File: src/rtl/i2c_arb_pkg.sv
// Shared types and helpers for the I2C command arbiter.
// State encoding, command codes and width helper.
package i2c_arb_pkg;

  typedef enum logic [1:0] {
    S_IDLE  = 2'd0,
    S_GRANT = 2'd1,
    S_DRAIN = 2'd2
  } state_e;

  localparam logic [7:0] CMD_I2C_CONFIG = 8'h04;
  localparam logic [7:0] CMD_I2C_WRITE  = 8'h05;
  localparam logic [7:0] CMD_I2C_READ   = 8'h06;

  // Owner index width, never below one bit.
  function automatic int src_w(int n);
    return (n > 2) ? $clog2(n) : 1;
  endfunction

  function automatic logic is_known_cmd(logic [7:0] t);
    return (t == CMD_I2C_CONFIG) ||
           (t == CMD_I2C_WRITE) ||
           (t == CMD_I2C_READ);
  endfunction

endpackage

File: src/rtl/i2c_rr_arbiter.sv
// Combinational round-robin pick.
// Winner is the first requester after last_i.
module i2c_rr_arbiter
  import i2c_arb_pkg::*;
#(
  parameter int NUM_SRC = 2,
  parameter int SRC_W   = src_w(NUM_SRC)
) (
  input  logic [NUM_SRC-1:0] req_i,
  input  logic [SRC_W-1:0]   last_i,
  output logic               valid_o,
  output logic [SRC_W-1:0]   idx_o
);

  logic [SRC_W-1:0] c;

  // Scan from last_i+1 around the ring, keep the first hit.
  always_comb begin
    valid_o = 1'b0;
    idx_o   = '0;
    c       = '0;
    for (int i = 1; i <= NUM_SRC; i++) begin
      c = SRC_W'((int'(last_i) + i) % NUM_SRC);
      if (!valid_o && req_i[c]) begin
        valid_o = 1'b1;
        idx_o   = c;
      end
    end
  end

endmodule

File: src/rtl/i2c_cmd_arbiter.sv
// Round-robin owner arbitration for the shared I2C command handler.
// Owner holds the handler from grant until the handler is idle again.
module i2c_cmd_arbiter
  import i2c_arb_pkg::*;
#(
  parameter int NUM_SRC        = 2,
  parameter int TIMEOUT_CYCLES = 50000000,
  parameter int SRC_W          = src_w(NUM_SRC)
) (
  input  logic                    clk,
  input  logic                    rst_n,
  input  logic [NUM_SRC-1:0]      src_req,
  output logic [NUM_SRC-1:0]      src_gnt,
  input  logic [NUM_SRC*8-1:0]    src_cmd_type,
  input  logic [NUM_SRC*16-1:0]   src_cmd_length,
  input  logic [NUM_SRC*8-1:0]    src_cmd_data,
  input  logic [NUM_SRC*16-1:0]   src_cmd_data_index,
  input  logic [NUM_SRC-1:0]      src_cmd_start,
  input  logic [NUM_SRC-1:0]      src_cmd_data_valid,
  input  logic [NUM_SRC-1:0]      src_cmd_done,
  output logic [NUM_SRC-1:0]      src_cmd_ready,
  output logic [NUM_SRC-1:0]      src_upload_req,
  output logic [NUM_SRC-1:0]      src_upload_valid,
  output logic [NUM_SRC-1:0]      src_upload_active,
  output logic [NUM_SRC*8-1:0]    src_upload_data,
  output logic [NUM_SRC*8-1:0]    src_upload_source,
  input  logic [NUM_SRC-1:0]      src_upload_ready,
  output logic [7:0]              hdl_cmd_type,
  output logic [15:0]             hdl_cmd_length,
  output logic [7:0]              hdl_cmd_data,
  output logic [15:0]             hdl_cmd_data_index,
  output logic                    hdl_cmd_start,
  output logic                    hdl_cmd_data_valid,
  output logic                    hdl_cmd_done,
  input  logic                    hdl_cmd_ready,
  input  logic                    hdl_upload_req,
  input  logic                    hdl_upload_valid,
  input  logic                    hdl_upload_active,
  input  logic [7:0]              hdl_upload_data,
  input  logic [7:0]              hdl_upload_source,
  output logic                    hdl_upload_ready,
  input  logic                    hdl_idle,
  output logic [SRC_W-1:0]        owner_id,
  output logic                    busy,
  output logic                    timeout_pulse
);

  localparam int WD_W =
    (TIMEOUT_CYCLES > 1) ? $clog2(TIMEOUT_CYCLES) : 1;
  localparam logic [WD_W-1:0] WD_LIM =
    WD_W'((TIMEOUT_CYCLES > 0) ? TIMEOUT_CYCLES - 1 : 0);

  state_e               state_q;
  logic [NUM_SRC-1:0]   gnt_q;
  logic [SRC_W-1:0]     owner_q;
  logic [SRC_W-1:0]     rr_q;
  logic                 start_seen_q;
  logic                 tmo_q;
  logic [WD_W-1:0]      wd_q;

  logic                 pick_vld;
  logic [SRC_W-1:0]     pick_idx;
  logic                 route;
  logic                 own_req;
  logic                 own_start;
  logic                 own_dv;
  logic                 own_done;

  i2c_rr_arbiter #(
    .NUM_SRC (NUM_SRC),
    .SRC_W   (SRC_W)
  ) u_rr (
    .req_i   (src_req),
    .last_i  (rr_q),
    .valid_o (pick_vld),
    .idx_o   (pick_idx)
  );

  assign route = (state_q == S_GRANT) ||
                 (state_q == S_DRAIN);

  // Mux owner command onto the handler, route replies back.
  always_comb begin
    hdl_cmd_type       = '0;
    hdl_cmd_length     = '0;
    hdl_cmd_data       = '0;
    hdl_cmd_data_index = '0;
    own_req            = 1'b0;
    own_start          = 1'b0;
    own_dv             = 1'b0;
    own_done           = 1'b0;
    src_cmd_ready      = '0;
    src_upload_req     = '0;
    src_upload_valid   = '0;
    src_upload_active  = '0;
    src_upload_data    = '0;
    src_upload_source  = '0;
    hdl_upload_ready   = 1'b0;
    for (int s = 0; s < NUM_SRC; s++) begin
      if (owner_q == SRC_W'(s)) begin
        hdl_cmd_type       = src_cmd_type[s*8 +: 8];
        hdl_cmd_length     = src_cmd_length[s*16 +: 16];
        hdl_cmd_data       = src_cmd_data[s*8 +: 8];
        hdl_cmd_data_index = src_cmd_data_index[s*16 +: 16];
        own_req            = src_req[s];
        own_start          = src_cmd_start[s];
        own_dv             = src_cmd_data_valid[s];
        own_done           = src_cmd_done[s];
        if (route) begin
          src_cmd_ready[s]            = hdl_cmd_ready;
          src_upload_req[s]           = hdl_upload_req;
          src_upload_valid[s]         = hdl_upload_valid;
          src_upload_active[s]        = hdl_upload_active;
          src_upload_data[s*8 +: 8]   = hdl_upload_data;
          src_upload_source[s*8 +: 8] = hdl_upload_source;
          hdl_upload_ready            = src_upload_ready[s];
        end
      end
    end
  end

  assign hdl_cmd_start      = (state_q == S_GRANT) && own_start;
  assign hdl_cmd_data_valid = (state_q == S_GRANT) && own_dv;
  assign hdl_cmd_done       = (state_q == S_GRANT) && own_done;

  // Ownership FSM with drain watchdog.
  always_ff @(posedge clk or negedge rst_n) begin
    if (!rst_n) begin
      state_q      <= S_IDLE;
      gnt_q        <= '0;
      owner_q      <= '0;
      rr_q         <= '0;
      start_seen_q <= 1'b0;
      tmo_q        <= 1'b0;
      wd_q         <= '0;
    end else begin
      tmo_q <= 1'b0;
      unique case (state_q)
        S_IDLE: begin
          if (hdl_idle && pick_vld) begin
            state_q      <= S_GRANT;
            gnt_q        <= NUM_SRC'(1) << pick_idx;
            owner_q      <= pick_idx;
            start_seen_q <= 1'b0;
          end
        end
        S_GRANT: begin
          if (own_done) begin
            state_q <= S_DRAIN;
            wd_q    <= '0;
          end else if (!own_req && !start_seen_q &&
                       !own_start) begin
            state_q <= S_IDLE;
            gnt_q   <= '0;
            rr_q    <= owner_q;
          end else if (own_start) begin
            start_seen_q <= 1'b1;
          end
        end
        S_DRAIN: begin
          if (hdl_idle && !hdl_upload_req) begin
            state_q      <= S_IDLE;
            gnt_q        <= '0;
            rr_q         <= owner_q;
            start_seen_q <= 1'b0;
          end else if (TIMEOUT_CYCLES != 0 &&
                       wd_q == WD_LIM) begin
            state_q      <= S_IDLE;
            gnt_q        <= '0;
            rr_q         <= owner_q;
            start_seen_q <= 1'b0;
            tmo_q        <= 1'b1;
          end else begin
            wd_q <= wd_q + 1'b1;
          end
        end
        default: begin
          state_q <= S_IDLE;
          gnt_q   <= '0;
        end
      endcase
    end
  end

  assign src_gnt       = gnt_q;
  assign owner_id      = owner_q;
  assign busy          = (state_q != S_IDLE);
  assign timeout_pulse = tmo_q;

  a_cmd_known: assert property (
    @(posedge clk) disable iff (!rst_n)
    hdl_cmd_start |-> is_known_cmd(hdl_cmd_type));

endmodule

File: config.mk
export PLATFORM = sky130hd
export DESIGN_NAME = i2c_cmd_arbiter
export DESIGN_NICKNAME = d
export VERILOG_FILES = /design/src/rtl/i2c_arb_pkg.sv /design/src/rtl/i2c_rr_arbiter.sv /design/src/rtl/i2c_cmd_arbiter.sv
export SDC_FILE = /design/constraint.sdc
export NUM_CORES = 1
export LEC_CHECK = 0
export ABC_AREA = 1
export CORE_UTILIZATION = 40
export DETAILED_ROUTE_END_ITERATION = 8
export PLACE_DENSITY_LB_ADDON = 0.12
export SLEW_MARGIN = 30
export SYNTH_ARGS = -nofsm -noshare
export SYNTH_HDL_FRONTEND = slang
export SYNTH_SLANG_ARGS = --single-unit
File: constraint.sdc
create_clock -name clk -period 3.35 [get_ports clk]
set_input_delay 0.335 -clock clk [delete_from_list [all_inputs] [get_ports clk]]
set_output_delay 0.335 -clock clk [all_outputs]
set_load 0.01 [all_outputs]
=== Word-level counts from Yosys, hierarchy flattened ===
Index checks and enable logic that the tools add are counted.

* Magnitude comparators: 2
* Shift operators: 1
* Eq/ne operators: 13
* Multiplexer cells: 66
* Reductions and logical operators: 24
* Add/sub/neg operators: 3

{| class="wikitable"
|+ Operators with widths
! kind !! count
|-
| $mux 26 || 3
|-
| $mux 8 || 8
|-
| $pmux 26 s2 || 1
|-
| $mux 1 || 41
|-
| $mux 16 || 2
|-
| $add 26x1->26 const B || 1
|-
| $eq 26x26->1 const B || 1
|-
| $mux 2 || 7
|-
| $ne 2x2->1 const B || 7
|-
| $pmux 2 s3 || 2
|-
| $reduce_and 4->1 || 3
|-
| $logic_and 1x1->1 || 8
|-
| $reduce_and 6->1 || 1
|-
| $logic_not 1->1 || 5
|-
| $lt 1x2->1 const B || 2
|-
| $reduce_bool 2->1 || 2
|-
| $ne 3x1->1 const B || 1
|-
| $ne 3x2->1 const B || 1
|-
| $pmux 1 s3 || 1
|-
| $reduce_and 3->1 || 1
|-
| $reduce_bool 3->1 || 1
|-
| $add 1x1->1 const B || 2
|-
| $eq 2x1->1 const B || 1
|-
| $eq 2x2->1 const B || 1
|-
| other kinds (6) || 6
|}

* Logic and storage cells: 116
* Output and inout bits: 97
* Flip-flop bits (word level): 34
* Input bits: 129

=== Longest topological paths before layout ===
Gate-level depths: netlist of the first run.

* Depth after elaboration: 10
* Mapped depth: 11
* Gate-level depth less buffers: 10

=== Hierarchy ===
From an unflattened synthesis of the first run, not the netlist that was laid out.

* Cell total of the unflattened synthesis: 595
* Area, all modules: 3402.0 um2

{| class="wikitable"
|+ Modules (own cells, without submodules)
! module !! area each (um2) !! instances !! cells each !! seq. area each (um2)
|-
| i2c_cmd_arbiter || 3387.0 || 1 || 592 || 850.8
|-
| i2c_rr_arbiter || 15.0 || 1 || 3 || 0.0
|}

=== Worst setup path after synthesis of the first run ===
OpenSTA, ideal clock, no wires.

* Path kind: flip-flop to output port
* Start point: reg state_q[0]
* End point: out src_cmd_ready[0]
* Path buffers: 1
* Stages on the path, launching flop included: 6
* Data arrival time: 1.286 ns
* Required time: 3.015 ns
* Path slack: 1.729 ns
* Cell sequence: dfrtp_1 inv_1 ha_1 inv_1 clkbuf_1 nor3_1

* Longest elaborated chain between the ends: 4
* Elaborated cells on any way between the ends: 5
* Those cells by class: eq/ne: 2; mux: 2; reduce/logical: 1

{| class="wikitable"
|+ Ends and longest elaborated chain
! element !! RTL line !! source
|-
| start, declared || i2c_cmd_arbiter.sv:53 || <nowiki>state_e state_q;</nowiki>
|-
| start signal, assigned || i2c_cmd_arbiter.sv:129 || <nowiki>state_q <= S_IDLE;</nowiki>
|-
| start signal, assigned || i2c_cmd_arbiter.sv:141 || <nowiki>state_q <= S_GRANT;</nowiki>
|-
| start signal, assigned || i2c_cmd_arbiter.sv:149 || <nowiki>state_q <= S_DRAIN;</nowiki>
|-
| $eq 2x1->1 or $eq 2x2->1 (tied branches) || i2c_cmd_arbiter.sv:79, i2c_cmd_arbiter.sv:80 ||
|-
| $logic_or 1x1->1 * || i2c_cmd_arbiter.sv:79 || <nowiki>assign route = (state_q == S_GRANT) ||</nowiki>
|-
| $mux 1 * || i2c_cmd_arbiter.sv:109 || <nowiki>if (route) begin</nowiki>
|-
| $mux 1 * || i2c_cmd_arbiter.sv:100 || <nowiki>if (owner_q == SRC_W'(s)) begin</nowiki>
|-
| end, declared || i2c_cmd_arbiter.sv:21 || <nowiki>output logic [NUM_SRC-1:0] src_cmd_ready,</nowiki>
|}

Mark *: on every way between the ends. The rest lies on a longest branch, timed or not.

=== Worst setup path in the final report of the first run ===
* Start point: reg owner_q, in the netlist owner_id
* End point: out hdl_cmd_data_index[5]

* Longest elaborated chain between the ends: 1

{| class="wikitable"
|+ Ends and longest elaborated chain
! element !! RTL line !! source
|-
| start, declared || i2c_cmd_arbiter.sv:55 || <nowiki>logic [SRC_W-1:0] owner_q;</nowiki>
|-
| start signal, assigned || i2c_cmd_arbiter.sv:143 || <nowiki>owner_q <= pick_idx;</nowiki>
|-
| $mux 16 || i2c_cmd_arbiter.sv:100 ||
|-
| end, declared || i2c_cmd_arbiter.sv:31 || <nowiki>output logic [15:0] hdl_cmd_data_index,</nowiki>
|}

No other way between the ends.

==> results of run 1 <==
==> stage by stage <==
stage | std cells | setup WS (ps)
2_1_floorplan | 596 | 1729
3_3_place_gp | 904 | 872.3
3_5_place_dp | 904 | 718.8
4_1_cts | 911 | 404.0
5_1_grt | 913 | 519.2
6_report | 913 | 620.9
==> sequential cells by signal (all words and copies together), names as in the netlist <==
register	flops
timeout_pulse	1
owner_id	1
rr_q	1
state_q	2
src_gnt	2
wd_q	26
start_seen_q	1
==> path summary, 6_finish.rpt <==
check | startpoint | endpoint | cells after the start
worst max-delay path | owner_id$_DFFE_PN0P_ | hdl_cmd_data_index[5] | 5
worst min-delay path | rst_n | wd_q[7]$_DFFE_PN0P_ | 2
worst max register to register | owner_id$_DFFE_PN0P_ | wd_q[12]$_DFFE_PN0P_ | 10
worst min register to register | start_seen_q$_DFFE_PN0P_ | start_seen_q$_DFFE_PN0P_ | 2
max in group asynchronous | rst_n | owner_id$_DFFE_PN0P_ | 2
min in group clk | start_seen_q$_DFFE_PN0P_ | start_seen_q$_DFFE_PN0P_ | 2
==> metal layers <==
layer	routed length (um)	vias to the layer above
met3	1017	42
met5	0	-
met1	5786	2100
met2	7133	199
met4	747	0
li1	-	2282
==> final cells by class <==
type                       count  share of cell area
timing repair buffer         230              0.4003
sequential                    34              0.1481
inverter                      64             0.04177
tap                          105             0.02284
multi-input combinational    471              0.3711
clock buffer                   7             0.01501
antenna                        2           0.0008701
==> report_power, final <==
| group | total (W) | internal (W) | switching, W | leakage, nW |
|---|---|---|---|---|
| Sequential | 0.000496 | 0.000459 | 0.0000376 | 0.465 |
| Clock | 0.000315 | 0.000163 | 0.000152 | 0.0443 |
| Combinational | 0.00298 | 0.00128 | 0.00170 | 2.07 |
==> synth_stat cells <==
| library cell | n | area (um2) |
|---|---|---|
| nand2_2 | 2 | 12.51 |
| nor2_2 | 6 | 37.54 |
| a21o_1 | 1 | 7.510 |
| nand3_1 | 38 | 190.2 |
| nor3_1 | 40 | 200.2 |
| buf_6 | 3 | 33.78 |
| buf_8 | 1 | 15.01 |
| nor2_1 | 41 | 153.9 |
| a21oi_1 | 7 | 35.03 |
| o21ai_0 | 14 | 70.07 |
| dfrtp_1 | 34 | 850.8 |
| nor4_1 | 1 | 6.260 |
| nand3_2 | 1 | 10.01 |
| o21ai_2 | 22 | 192.7 |
| nor2_4 | 1 | 11.26 |
| o211ai_1 | 1 | 7.510 |
| o21ai_1 | 4 | 20.02 |
| o21bai_1 | 2 | 15.01 |
| ha_1 | 5 | 62.56 |
| nand2_1 | 277 | 1040 |
| buf_12 | 1 | 20.02 |
| or2_2 | 2 | 12.51 |
| nand3_4 | 1 | 17.52 |
| inv_2 | 3 | 11.26 |
| clkbuf_1 | 22 | 82.58 |
| o31ai_1 | 1 | 7.510 |
| nand4_1 | 4 | 25.02 |
| inv_1 | 61 | 229.0 |
==> cells by family (layout without fill, tap and decap cells) <==
family / Yosys count / count (layout)
other cells: 0 / 2
fa+ha+maj: 5 / 5
compound gates: 52 / 52
buf+inv: 91 / 301
simple gates: 414 / 414
flops: 34 / 34
==> worst max-delay path: stages (launching register included) <==
cell and delay (ps):
dfrtp_2 370, buf_4 410, buf_4 430, nand2_1 160
nand2_1 140, clkdlybuf4s50_1 570
==> flow_summary.toml, run 1 <==
[cts]
htree_levels = 2
post_cts_resized = 0
clkSinkCount = 34
cts_setup_buffers = 0
clock-root-buffer = "clkbuf_8"
worstSkewPairLatency_ps = 290
clkTransAtPathRegs_ps = 70
tritoncts.num_buffers = 5
hold_buffers = 0
clockBufferDepth = 2
cts_tree = "yes"

[timing]
min_period_over_period = 0.8147
fin_crit_ps = 2729
final_hold_viol_count = 0
rsz0062_at_grt = "no"
max_freq_mhz = 366.4
worst_pin_slew_ps = 693.3
slew_headroom = 0.5378
finalMaxSlewViolations = 0
setup_tns_ps = 0
fin_skew_ps = 9.794
setup_violations = 0
timing.hold.ws_ps = 461.7

[cells_and_area]
regArea_um2 = 852.1
fin_area_um2 = 5752
multi_input_area_um2 = 2135
utilization = 0.7036
nFillCells = 703
syn2layout_area_growth_pct = 70.32
finalNetCount = 940
final_common_cell = "nand2_1"
layout_common_cells = "277 x nand2_1, 225 x clkdlybuf4s50_1, 60 x inv_1, 41 x nor2_1, 40 x nor3_1"
drive_gt1_frac = 0.06328

[place]
portBuffers = 225
hpwl_mm = 11.84
gp_congestion = 0.9569
dpl_cell_area_um2 = 5660

[outcome]
status = "finished, final reports clean"

[critical_path]
critPathCaptureType = "output pin"
r2r_slack_ps = 1070
critical_path_class = "register to output pin"
cp-start-kind = "register"
cp.arrival_ps = 2390
cp_max_fo = 45
worstPathRequired_ps = 3010

[global_route]
grt_first_pass_wirelength_mm = 22.30
grtUsageTotal = 0.3338
grt_pass1_vias = 4304
busiest_layer = "met2"
met3_usage = 0.06796
grt_use_met2 = 0.5547
grt_antenna_before_repair = 2
grt.met1_usage = 0.4026
grt_max_degree = 54
grt_overflow = 0

[power_and_ir_drop]
leakagePower_nw = 2.578
cellPowerDensity_nw_per_um2 = 658.5
totalPowerFinal_w = 0.003787
worst_ir_drop_vdd_uv = 535.5

[route]
viasPerCell = 5.064
num_vias = 4623
wirelength_mm = 14.68
drt-initial-drc-count = 286
wl_per_cell_um = 16.08
ant_nets = 0
drcViolationCount = 0
drt_first_pass_iters = 5

[yosys]
synth_top_family_by_area = "simple AND/OR/NAND/NOR gates"
yosys_register_bits = 34
synth_fa_ha_area_frac = 0.01853
synth.area.mux_share = 0
synth.distinct_cells = 28
postSynthCellCount = 596
synth-simple-area-share = 0.5083
syn_avg_cell_area_um2 = 5.666
syn_nets = 730
ys_seq_area_frac = 0.2519
synthesis.area_um2 = 3377
synth_compound_area_frac = 0.1052
ys.warnings.count = 0
synth_xor_xnor_area_share = 0

[floorplan]
die_w_um = 93.88
core_area_um2 = 8175
core.rowCount = 33
die-height_um = 93.88
initial_core_util = 0.4131
die_area_um2 = 8813
num_io_pins = 226

[worst_hold_path]
hold_class = "input port to async pin"

[flow_run]
drv_cap = 0
Power figures use the tool's default switching activity.
==> inputs of run 2 (changes only) <==
--- a/config.mk
+++ b/config.mk
@@ -6,7 +6,7 @@
 export NUM_CORES = 1
 export LEC_CHECK = 0
 export ABC_AREA = 1
-export CORE_UTILIZATION = 40
+export CORE_UTILIZATION = 37
 export DETAILED_ROUTE_END_ITERATION = 8
 export PLACE_DENSITY_LB_ADDON = 0.12
 export SLEW_MARGIN = 30
==> constraint.sdc (replaced) <==
create_clock -name clk -period 2.7 [get_ports clk]
set_input_delay 0.27 -clock clk [delete_from_list [all_inputs] [get_ports clk]]
set_output_delay 0.27 -clock clk [all_outputs]
set_load 0.01 [all_outputs]
==> run 2 against run 1 <==
Clock power grew 27%; sequential cell count is the same; utilization shrank 4.5 points; global-route usage shrank 2.5 points; routed wire length grew 2.0%; worst setup slack lost 490 ps; total power grew 24%; via count shrank 0.91%; clock-buffer cell count is the same; critical path depth grew 1; non-clock buffer count grew 3; critical endpoint is now src_upload_data[15]; largest cell class unchanged; largest power group unchanged; highest routed layer unchanged.
==> flow_summary.toml, run 2 (synthesis results as in run 1) <==
[timing]
finalMaxSlewViolations = 0
final_hold_viol_count = 0
worst_pin_slew_ps = 670.9
slew_headroom = 0.5527
max_freq_mhz = 389.7
fin_crit_ps = 2566
rsz0062_at_grt = "no"
setup_tns_ps = 0
setup_violations = 0
min_period_over_period = 0.9505
fin_skew_ps = 11.51

[cts]
post_cts_resized = 0
tritoncts.num_buffers = 5
hold_buffers = 0
clkSinkCount = 34
clockBufferDepth = 2
htree_levels = 2
cts_setup_buffers = 0
cts_tree = "yes"
clkTransAtPathRegs_ps = 70
clock-root-buffer = "clkbuf_8"
worstSkewPairLatency_ps = 300

[place]
hpwl_mm = 12.29
dpl_cell_area_um2 = 5674
portBuffers = 225
gp_congestion = 1.019

[global_route]
grt_first_pass_wirelength_mm = 22.83
grt_antenna_before_repair = 0
grt_overflow = 0
grt_max_degree = 53
grt_pass1_vias = 4463
grtUsageTotal = 0.3084

[critical_path]
critPathCaptureType = "output pin"
worstPathRequired_ps = 2430
cp-start-kind = "register"
cp_max_fo = 15
cpMaxStageDelayCell = "clkdlybuf4s50_1"
worstPathCellList = "inv_1 > ha_1 > inv_1 > buf_4 > nor3_1 > clkdlybuf4s50_1"
cp.arrival_ps = 2300
critical_path_class = "register to output pin"
path_common_cell = "inv_1"
reg2reg_depth = 10
cpPeakStageDelay_ps = 620

[cells_and_area]
diodes = 0
finalNetCount = 943
fin_area_um2 = 5769
largest_register_ffs = 26
syn2layout_area_growth_pct = 70.84
layout_common_cells = "277 x nand2_1, 225 x clkdlybuf4s50_1, 61 x inv_1, 41 x nor2_1, 40 x nor3_1"
top_register = "wd_q"
drive_gt1_frac = 0.06667
final_common_cell = "nand2_1"

[outcome]
status = "finished, final reports clean"

[route]
wl_per_cell_um = 16.32
ant_nets = 0
num_vias = 4581
wirelength_mm = 14.99
drcViolationCount = 0
drt-initial-drc-count = 229
drt_first_pass_iters = 5
viasPerCell = 4.990

[floorplan]
core_area_um2 = 8763
die_area_um2 = 9513
initial_core_util = 0.3854
die_w_um = 97.54
num_io_pins = 226
die-height_um = 97.54
core.rowCount = 34

[worst_hold_path]
hold_class = "input port to async pin"

[power_and_ir_drop]
cellPowerDensity_nw_per_um2 = 816.1
worst_ir_drop_vdd_uv = 491.2
leakagePower_nw = 2.593

[flow_run]
drv_cap = 0
## run 2: metrics by stage
step / worst slack, ps / power (W) / hold slack (ps) / cells / utilization
3_5_place_dp: 453.8 / 0.004288 / 462.2 / 910 / 0.6475
6_report: 133.6 / 0.004708 / 385.4 / 918 / 0.6583
3_3_place_gp: 495.3 / 0.004262 / 460.6 / 910 / 0.6475
5_1_grt: 65.14 / 0.005061 / 437.7 / 918 / 0.6583
4_1_cts: 112.9 / 0.004713 / 396.8 / 918 / 0.6579
2_1_floorplan: 1144 / 0.002673 / -25.59 / 596 / -
## run 2: worst paths after layout
| check | slack, ps | startpoint | to |
|---|---|---|---|
| min in group clk | 480 | src_gnt[1]$_DFFE_PN0P_ | src_gnt[1]$_DFFE_PN0P_ |
| min | 390 | rst_n | wd_q[14]$_DFFE_PN0P_ |
| max reg2reg | 570 | owner_id$_DFFE_PN0P_ | wd_q[20]$_DFFE_PN0P_ |
| max in group asynchronous | 1960 | rst_n | owner_id$_DFFE_PN0P_ |
| min reg2reg | 480 | src_gnt[1]$_DFFE_PN0P_ | src_gnt[1]$_DFFE_PN0P_ |
| max | 130 | state_q[0]$_DFFE_PN0P_ | src_upload_data[15] |
## run 2: power breakdown
group | switching [W] | total, W | leakage [nW] | internal [W]
clock network | 0.000193 | 0.000399 | 0.0482 | 0.000206
registers | 0.0000446 | 0.000614 | 0.465 | 0.000569
logic | 0.00208 | 0.00370 | 2.08 | 0.00162
## run 2: routing by layer
metal / GRT usage / wire [um]
met1: 0.3797 / 6074
met2: 0.5175 / 7109
met3: 0.06115 / 1143
met4: 0.1403 / 658
met5: 0 / 0
## run 2: layout make-up
class                           count  area (um2)
Multi-Input combinational cell    471        2135
Timing Repair Buffer              233        2316
Inverter                           64       240.2
Fill cell                         810        2994
Clock inverter                      1       5.005
Clock buffer                        7       86.33
Sequential cell                    34       852.1
Tap cell                          108       135.1
## run 2: critical path, delay by kind of cell (launching register included)
kind	cells	cell delay [ps]
adder cells (fa/ha/maj)	1	330
buffers and inverters	4	970
flip-flops	1	400
AND/OR/NAND/NOR	1	310
